--- config.mk ---
export PLATFORM = sky130hd
export DESIGN_NAME = tick_sequencer_flat
export DESIGN_NICKNAME = d
export VERILOG_FILES = /design/src/rtl/tick_sequencer_if.sv /design/src/rtl/tick_sequencer.sv /design/src/flat_wrapper.sv
export SDC_FILE = /design/constraint.sdc
export NUM_CORES = 1
export LEC_CHECK = 0
export BUFFER_PORTS_ARGS = -buffer_cell sky130_fd_sc_hd__buf_2
export CAP_MARGIN = 20
export CELL_PAD_IN_SITES_DETAIL_PLACEMENT = 0
export CELL_PAD_IN_SITES_GLOBAL_PLACEMENT = 1
export CORE_ASPECT_RATIO = 2
export CORE_MARGIN = 4
export CORE_UTILIZATION = 39
export CTS_BUF_LIST = sky130_fd_sc_hd__clkbuf_2 sky130_fd_sc_hd__clkbuf_4 sky130_fd_sc_hd__clkbuf_8
export CTS_CLUSTER_SIZE = 8
export DETAILED_ROUTE_END_ITERATION = 12
export PLACE_DENSITY = 0.86
export SETUP_SLACK_MARGIN = 0.02
export SLEW_MARGIN = 30
export SYNTH_ARGS = -nofsm -noshare
export SYNTH_HDL_FRONTEND = slang
export SYNTH_SLANG_ARGS = --single-unit
--- constraint.sdc ---
create_clock -name clk -period 2.66 [get_ports clk]
set_input_delay 0.399 -clock clk [delete_from_list [all_inputs] [get_ports clk]]
set_output_delay 0.399 -clock clk [all_outputs]
set_load 0.05 [all_outputs]
--- src/rtl/tick_sequencer_if.sv ---
// ---------------------------------------------------------------------------
// tick_sequencer_if
//   Control and status bundle for tick_sequencer.
//
//   Parameters
//     N : width of period and count
//     R : width of repeats and rep_done
//
//   Signals (direction given from the sequencer's point of view)
//     start    in   begin a sequence; only sampled while idle
//     abort    in   terminate a running sequence
//     period   in   tick-counter modulus P
//     repeats  in   ticks per sequence K
//     busy     out  sequence running
//     count    out  current tick-counter value
//     tick     out  counter is at P-1 while running
//     rep_done out  ticks completed in the current sequence
//     done     out  one-cycle pulse on normal completion
//     err      out  one-cycle pulse after a rejected start
//
//   Modports
//     slave  : the sequencer
//     master : whoever drives start/abort and consumes the status
// ---------------------------------------------------------------------------
interface tick_sequencer_if #(
    parameter int N = 8,
    parameter int R = 8
);
    logic         start;
    logic         abort;
    logic [N-1:0] period;
    logic [R-1:0] repeats;
    logic         busy;
    logic [N-1:0] count;
    logic         tick;
    logic [R-1:0] rep_done;
    logic         done;
    logic         err;

    modport slave (
        input  start, abort, period, repeats,
        output busy, count, tick, rep_done, done, err
    );

    modport master (
        output start, abort, period, repeats,
        input  busy, count, tick, rep_done, done, err
    );
endinterface

--- src/rtl/tick_sequencer.sv ---
// ---------------------------------------------------------------------------
// tick_sequencer
//   On an accepted start, latches a period P and a repeat count K, then runs
//   a modulo-P counter that raises tick once per period until K ticks have
//   occurred. A run lasts exactly P*K cycles, followed by a single DONE cycle
//   that pulses done. A start with P==0 or K==0 is refused and pulses err on
//   the following cycle. abort ends a run early without a done pulse.
//
//   Ports
//     clk   : clock, all state changes on the rising edge
//     reset : synchronous, active-low
//     bus   : tick_sequencer_if.slave (start/abort/period/repeats in,
//             busy/count/tick/rep_done/done/err out)
// ---------------------------------------------------------------------------
module tick_sequencer #(
    parameter int N = 8,
    parameter int R = 8
) (
    input  logic            clk,
    input  logic            reset,
    tick_sequencer_if.slave bus
);

    typedef enum logic [1:0] {
        IDLE = 2'd0,
        RUN  = 2'd1,
        DONE = 2'd2
    } state_t;

    state_t       state,     state_nx;
    logic [N-1:0] count,     count_nx;
    logic [N-1:0] period_q,  period_nx;
    logic [R-1:0] rep_done,  rep_nx;
    logic [R-1:0] repeats_q, repeats_nx;
    logic         err_q,     err_nx;
    logic         tick;
    logic         last_tick;

    // Both compares stay in their own widths, so P-1 and K-1 never widen or
    // overflow. Latched values are nonzero whenever the state is RUN.
    assign tick      = (state == RUN) && (count == period_q - N'(1));
    assign last_tick = (rep_done == repeats_q - R'(1));

    // NOTE: every signal assigned in this block gets a default first, so no
    // path through the case statement can leave one unassigned (no latches).
    always_comb begin
        state_nx   = state;
        count_nx   = count;
        rep_nx     = rep_done;
        period_nx  = period_q;
        repeats_nx = repeats_q;
        err_nx     = 1'b0;

        case (state)
            IDLE: begin
                if (bus.start) begin
                    if ((bus.period != '0) && (bus.repeats != '0)) begin
                        period_nx  = bus.period;
                        repeats_nx = bus.repeats;
                        count_nx   = '0;
                        rep_nx     = '0;
                        state_nx   = RUN;
                    end else begin
                        err_nx = 1'b1;
                    end
                end
            end

            RUN: begin
                // abort wins over a coincident final tick: tick is still
                // visible this cycle, but rep_done holds and done is skipped.
                if (bus.abort) begin
                    count_nx = '0;
                    state_nx = IDLE;
                end else if (tick) begin
                    count_nx = '0;
                    rep_nx   = rep_done + R'(1);
                    if (last_tick) begin
                        state_nx = DONE;
                    end
                end else begin
                    count_nx = count + N'(1);
                end
            end

            DONE: begin
                state_nx = IDLE;
            end

            default: begin
                state_nx = IDLE;
            end
        endcase
    end

    // NOTE: sequential state uses non-blocking assignments so every register
    // samples the pre-edge values, independent of statement order.
    always_ff @(posedge clk) begin
        if (!reset) begin
            state <= IDLE;
        end else begin
            state <= state_nx;
        end
    end

    always_ff @(posedge clk) begin
        if (!reset) begin
            count     <= '0;
            rep_done  <= '0;
            period_q  <= '0;
            repeats_q <= '0;
            err_q     <= 1'b0;
        end else begin
            count     <= count_nx;
            rep_done  <= rep_nx;
            period_q  <= period_nx;
            repeats_q <= repeats_nx;
            err_q     <= err_nx;
        end
    end

    assign bus.busy     = (state == RUN);
    assign bus.done     = (state == DONE);
    assign bus.tick     = tick;
    assign bus.count    = count;
    assign bus.rep_done = rep_done;
    assign bus.err      = err_q;

endmodule
--- src/flat_wrapper.sv ---
// flat-port wrapper written by rule: the top's interface ports become plain ports
module tick_sequencer_flat 
#(
    parameter int N = 8,
    parameter int R = 8
)
  (clk, reset, bus_start, bus_abort, bus_period, bus_repeats, bus_busy, bus_count, bus_tick, bus_rep_done, bus_done, bus_err);
  tick_sequencer_if #(.N(N), .R(R)) bus_i ();
  input  logic clk;
  input  logic reset;
  input wire logic [$bits(bus_i.start)-1:0] bus_start;
  input wire logic [$bits(bus_i.abort)-1:0] bus_abort;
  input wire logic [$bits(bus_i.period)-1:0] bus_period;
  input wire logic [$bits(bus_i.repeats)-1:0] bus_repeats;
  output wire logic [$bits(bus_i.busy)-1:0] bus_busy;
  output wire logic [$bits(bus_i.count)-1:0] bus_count;
  output wire logic [$bits(bus_i.tick)-1:0] bus_tick;
  output wire logic [$bits(bus_i.rep_done)-1:0] bus_rep_done;
  output wire logic [$bits(bus_i.done)-1:0] bus_done;
  output wire logic [$bits(bus_i.err)-1:0] bus_err;
  assign bus_i.start = bus_start;
  assign bus_i.abort = bus_abort;
  assign bus_i.period = bus_period;
  assign bus_i.repeats = bus_repeats;
  assign bus_busy = bus_i.busy;
  assign bus_count = bus_i.count;
  assign bus_tick = bus_i.tick;
  assign bus_rep_done = bus_i.rep_done;
  assign bus_done = bus_i.done;
  assign bus_err = bus_i.err;
  tick_sequencer #(.N(N), .R(R)) u_core (.clk(clk), .reset(reset), .bus(bus_i));
endmodule
==> metrics.md <==
| Metric | Value |
|---|---|
| Minimum clock period | `2.63 ns` |
| Clock transition at path regs | `0.07 ns` |
| H-tree levels | `2` |
| Complex-gate fraction of the synthesized area | `13.2%` |
| Hold Crit Class | `input port to register` |
| Synth Area in XOR/XNOR | `11.1%` |
| Sequential share of the synthesized area | `34.1%` |
| Tcrit/Tclk final | `99.0%` |
| Post-Place Setup Slack | `0.154 ns` |
| DRC viols | `0` |
| Worst Path Required | `2.26 ns` |
| Mapped cell area | `0.00205 mm2` |
| Largest family of logic cells by synthesized area | `simple AND/OR/NAND/NOR gates` |
| Area grow syn2layout | `20.7%` |
| Top cells by area, synth | `dfxtp_1 34%, mux2i_1 8.3%, xnor2_1 7.7%` |
| CTS tree | `built` |
| Clock Path Buffers | `2` |
| GRT overflow | `0` |
| Simple-Gate Fraction of Synth Area | `27.6%` |
| Synthesized net count | `256` |
| Clock skew | `0.00772 ns` |
| Worst R2R End | `u_core.bus.rep_done[7]` |
| Min-delay src | `bus_start` |
| Hold Path Stages | `3` |
| Die ar. | `0.00656 mm2` |
| Gr usage total | `18.1%` |
| Port buffer count | `39` |
| WP data arrival | `2.24 ns` |
| P per Cell Area | `486 mW/mm2` |
| Worst r2r src | `u_core.period_q[2]` |
| Leakage power | `1.08 nW` |
| FP Rows | `37` |
| Post-DP Area | `0.00237 mm2` |
| Async SR Flop Fraction | `0%` |
| Routability cong. | `0.797` |
| Routed Antenna Nets | `0` |
| CP Capture Type | `output pin` |
| Initial Util | `40.0%` |
| Nets | `304` |
| Final Hold Viols | `0` |
| FF-to-FF path depth | `7` |
| Slowest-stage cell, CP | `or3_4` |
| Primary FF master, synth | `dfxtp_1` |
| Cts bufs inserted | `5` |
| Largest net degree at the start of global routing | `27` |
| Design Area, Final | `0.00248 mm2` |
| Worst Hold End | `u_core.bus.err` |
| Leading area contributor after synthesis | `dfxtp_1` |
| HPWL after DPL | `4.09 mm` |
| Initial DRC count | `45` |
| Root buf cell | `clkbuf_8` |
| First-pass GRT wire length | `9.14 mm` |
| CORE AREA | `0.00514 mm2` |
| # IOs | `40` |
| Layout cells sized above 1 | `24.6%` |
| Share of Yosys cell area claimed by the top area cell type | `34.1%` |
| Core Util, Final | `48.3%` |
| Post-CTS Setup Repair Bufs | `0` |
| Vias after detailed routing | `1867` |
| Fmax | `380 MHz` |
| Vias/cell | `5.52` |
| Fin. max-slew vios | `0` |
| Rel. slew slack | `70.4%` |
| Post-synth EDFFs | `0` |
| CP Class | `register to output pin` |
| Synth unique cells | `48` |
| Adder-cell area share of the yosys netlist | `2.44%` |
| Flops & latches, synth | `35` |
| Drt first pass iters | `4` |
| Final WS setup | `0.0257 ns` |
| Buf+Inv Stages, Crit Path | `1` |
| Yosys warns | `0` |
| Worst Path Max Fanout | `4` |
| Max incr delay on CP | `0.40 ns` |
| Startpoint types | `register` |
| Reg2Reg Setup Slack | `0.25 ns` |
| Layout Cells excl Fill | `338` |
| Max Cap Viol | `0` |
| Crit path max-delay family | `simple AND/OR/NAND/NOR gates` |
| Post-Syn Area per Cell | `8.86 um2` |
| Number of global-route vias before repair | `1966` |
| Crit path launch | `u_core.period_q[2]` |
| CP Cell Sequence | `or3_4 > o31a_1 > nor4_4 > o2111ai_4 > or2_4 > nor2_4 > buf_6` |
| Initial antenna violation count | `0` |
| Max VDD drop | `0.382 mV` |
| Final WL | `5.31 mm` |
| Die width | `59.3 um` |
| # diodes | `0` |
| Outcome | `finished, final reports clean` |
| DP Cell Count | `331` |
| Clk_lat worst skew | `0.29 ns` |
| RSZ-0062 raised after global routing | `true` |
| WL/cell | `15.7 um` |
| Slew at the pin closest to its max-slew limit | `0.441 ns` |
| Post-Synthesis Cells | `232` |
| Clk sink count | `35` |
| Endpoints failing setup | `0` |
| Multiplexer share of the synthesized area | `8.28%` |
| Die Ht | `111 um` |
==> area by class of cell <==
type / count / area [um2]
clock buffer: 6 / 82.6
clock inverter: 1 / 5.00
fill: 521 / 2660
inverter: 10 / 37.5
multi-input combinational: 179 / 1310
sequential: 35 / 701
tap: 58 / 72.6
timing repair buffer: 49 / 277
==> logic make-up (layout without fill, tap and decap cells) <==
group,after synthesis,after routing
multiplexers,17,17
flip-flops,35,35
AND/OR/NAND/NOR,96,96
buffers and inverters,18,66
adder cells (fa/ha/maj),4,4
XOR/XNOR,26,26
AO/OA/AOI/OAI,36,36
==> registers in the layout (all words and copies together) (netlist names) <==
signal               count
u_core.bus.rep_done      8
u_core.bus.count         8
u_core.bus.err           1
u_core.period_q          8
u_core.repeats_q         8
u_core.state             2
==> synth_stat cells (all sizes together) (2+ instances only) <==
cell	number
a21o	2
a21oi	5
a22o	3
a22oi	2
and2	3
and3	3
clkbuf	7
dfxtp	35
ha	4
inv	10
mux2i	17
nand2	13
nand3	9
nand3b	3
nand4	5
nor2	13
nor2b	22
nor3	3
nor4	13
nor4b	2
o21ai	8
o22ai	3
o31ai	2
or2	2
xnor2	18
xor2	8
==> worst max path at each step <==
stage	slack, ns	cells after the start	to
after floorplan	0.10	8	u_core.bus.rep_done[7]
after global placement	0.15	9	bus_tick
after detailed placement	0.15	9	bus_tick
after CTS	0.01	7	bus_tick
after global routing	-0.08	7	bus_tick
final	0.03	7	bus_tick
==> routing by layer <==
| metal | part of all wire (%) | vias up | wire [um] | global-route usage [%] |
|---|---|---|---|---|
| li1 | - | 921 | - | - |
| met1 | 35 | 890 | 1830 | 17.3 |
| met2 | 57 | 39 | 3050 | 32.8 |
| met3 | 3.6 | 17 | 189 | 3.98 |
| met4 | 4.5 | 0 | 237 | 10.4 |
| met5 | 0 | - | 0 | 0 |
==> metrics by stage <==
stage | TNS [ns] | hold WS (ns) | total power (W)
2_1_floorplan | 0 | 0.506 | 0.000746
3_3_place_gp | 0 | 0.531 | 0.000813
3_5_place_dp | 0 | 0.531 | 0.000818
4_1_cts | 0 | 0.353 | 0.00122
5_1_grt | -0.0760 | 0.367 | 0.00127
6_report | 0 | 0.361 | 0.00121
==> what timing repair did <==
| action | 4_1_cts | 5_1_grt |
|---|---|---|
| hold buffers | 0 | 0 |
| gates resized for setup | 4 | 1 |
| pin swaps | 1 | 0 |
| endpoints found under the setup margin | 1 | 2 |
==> where the power goes <==
part / internal, W / switching (W)
Combinational: 0.000112 / 0.000131
Clock: 0.000203 / 0.000194
Sequential: 0.000542 / 0.0000227
Total: 0.000858 / 0.000348
==> tightest hold or removal path, delay by kind of cell <==
kind	cells	cell delay (ns)
buf+inv	1	0.12
simple gates	1	0.06
compound gates	1	0.03
==> cells in the final DEF (no fill, tap or decap), types with 9 or more instances in the layout <==
master   synthesis  layout
buf_2            0      38
nor2_1          13      12
nand3_1          9       9
dfxtp_1         35      35
buf_4            0      10
inv_1           10      10
nor4_1          10      10
xnor2_1         18      18
mux2i_1         17      17
nand2_1         13      13
nor2b_1         22      22
Power figures use the tool's default switching activity.
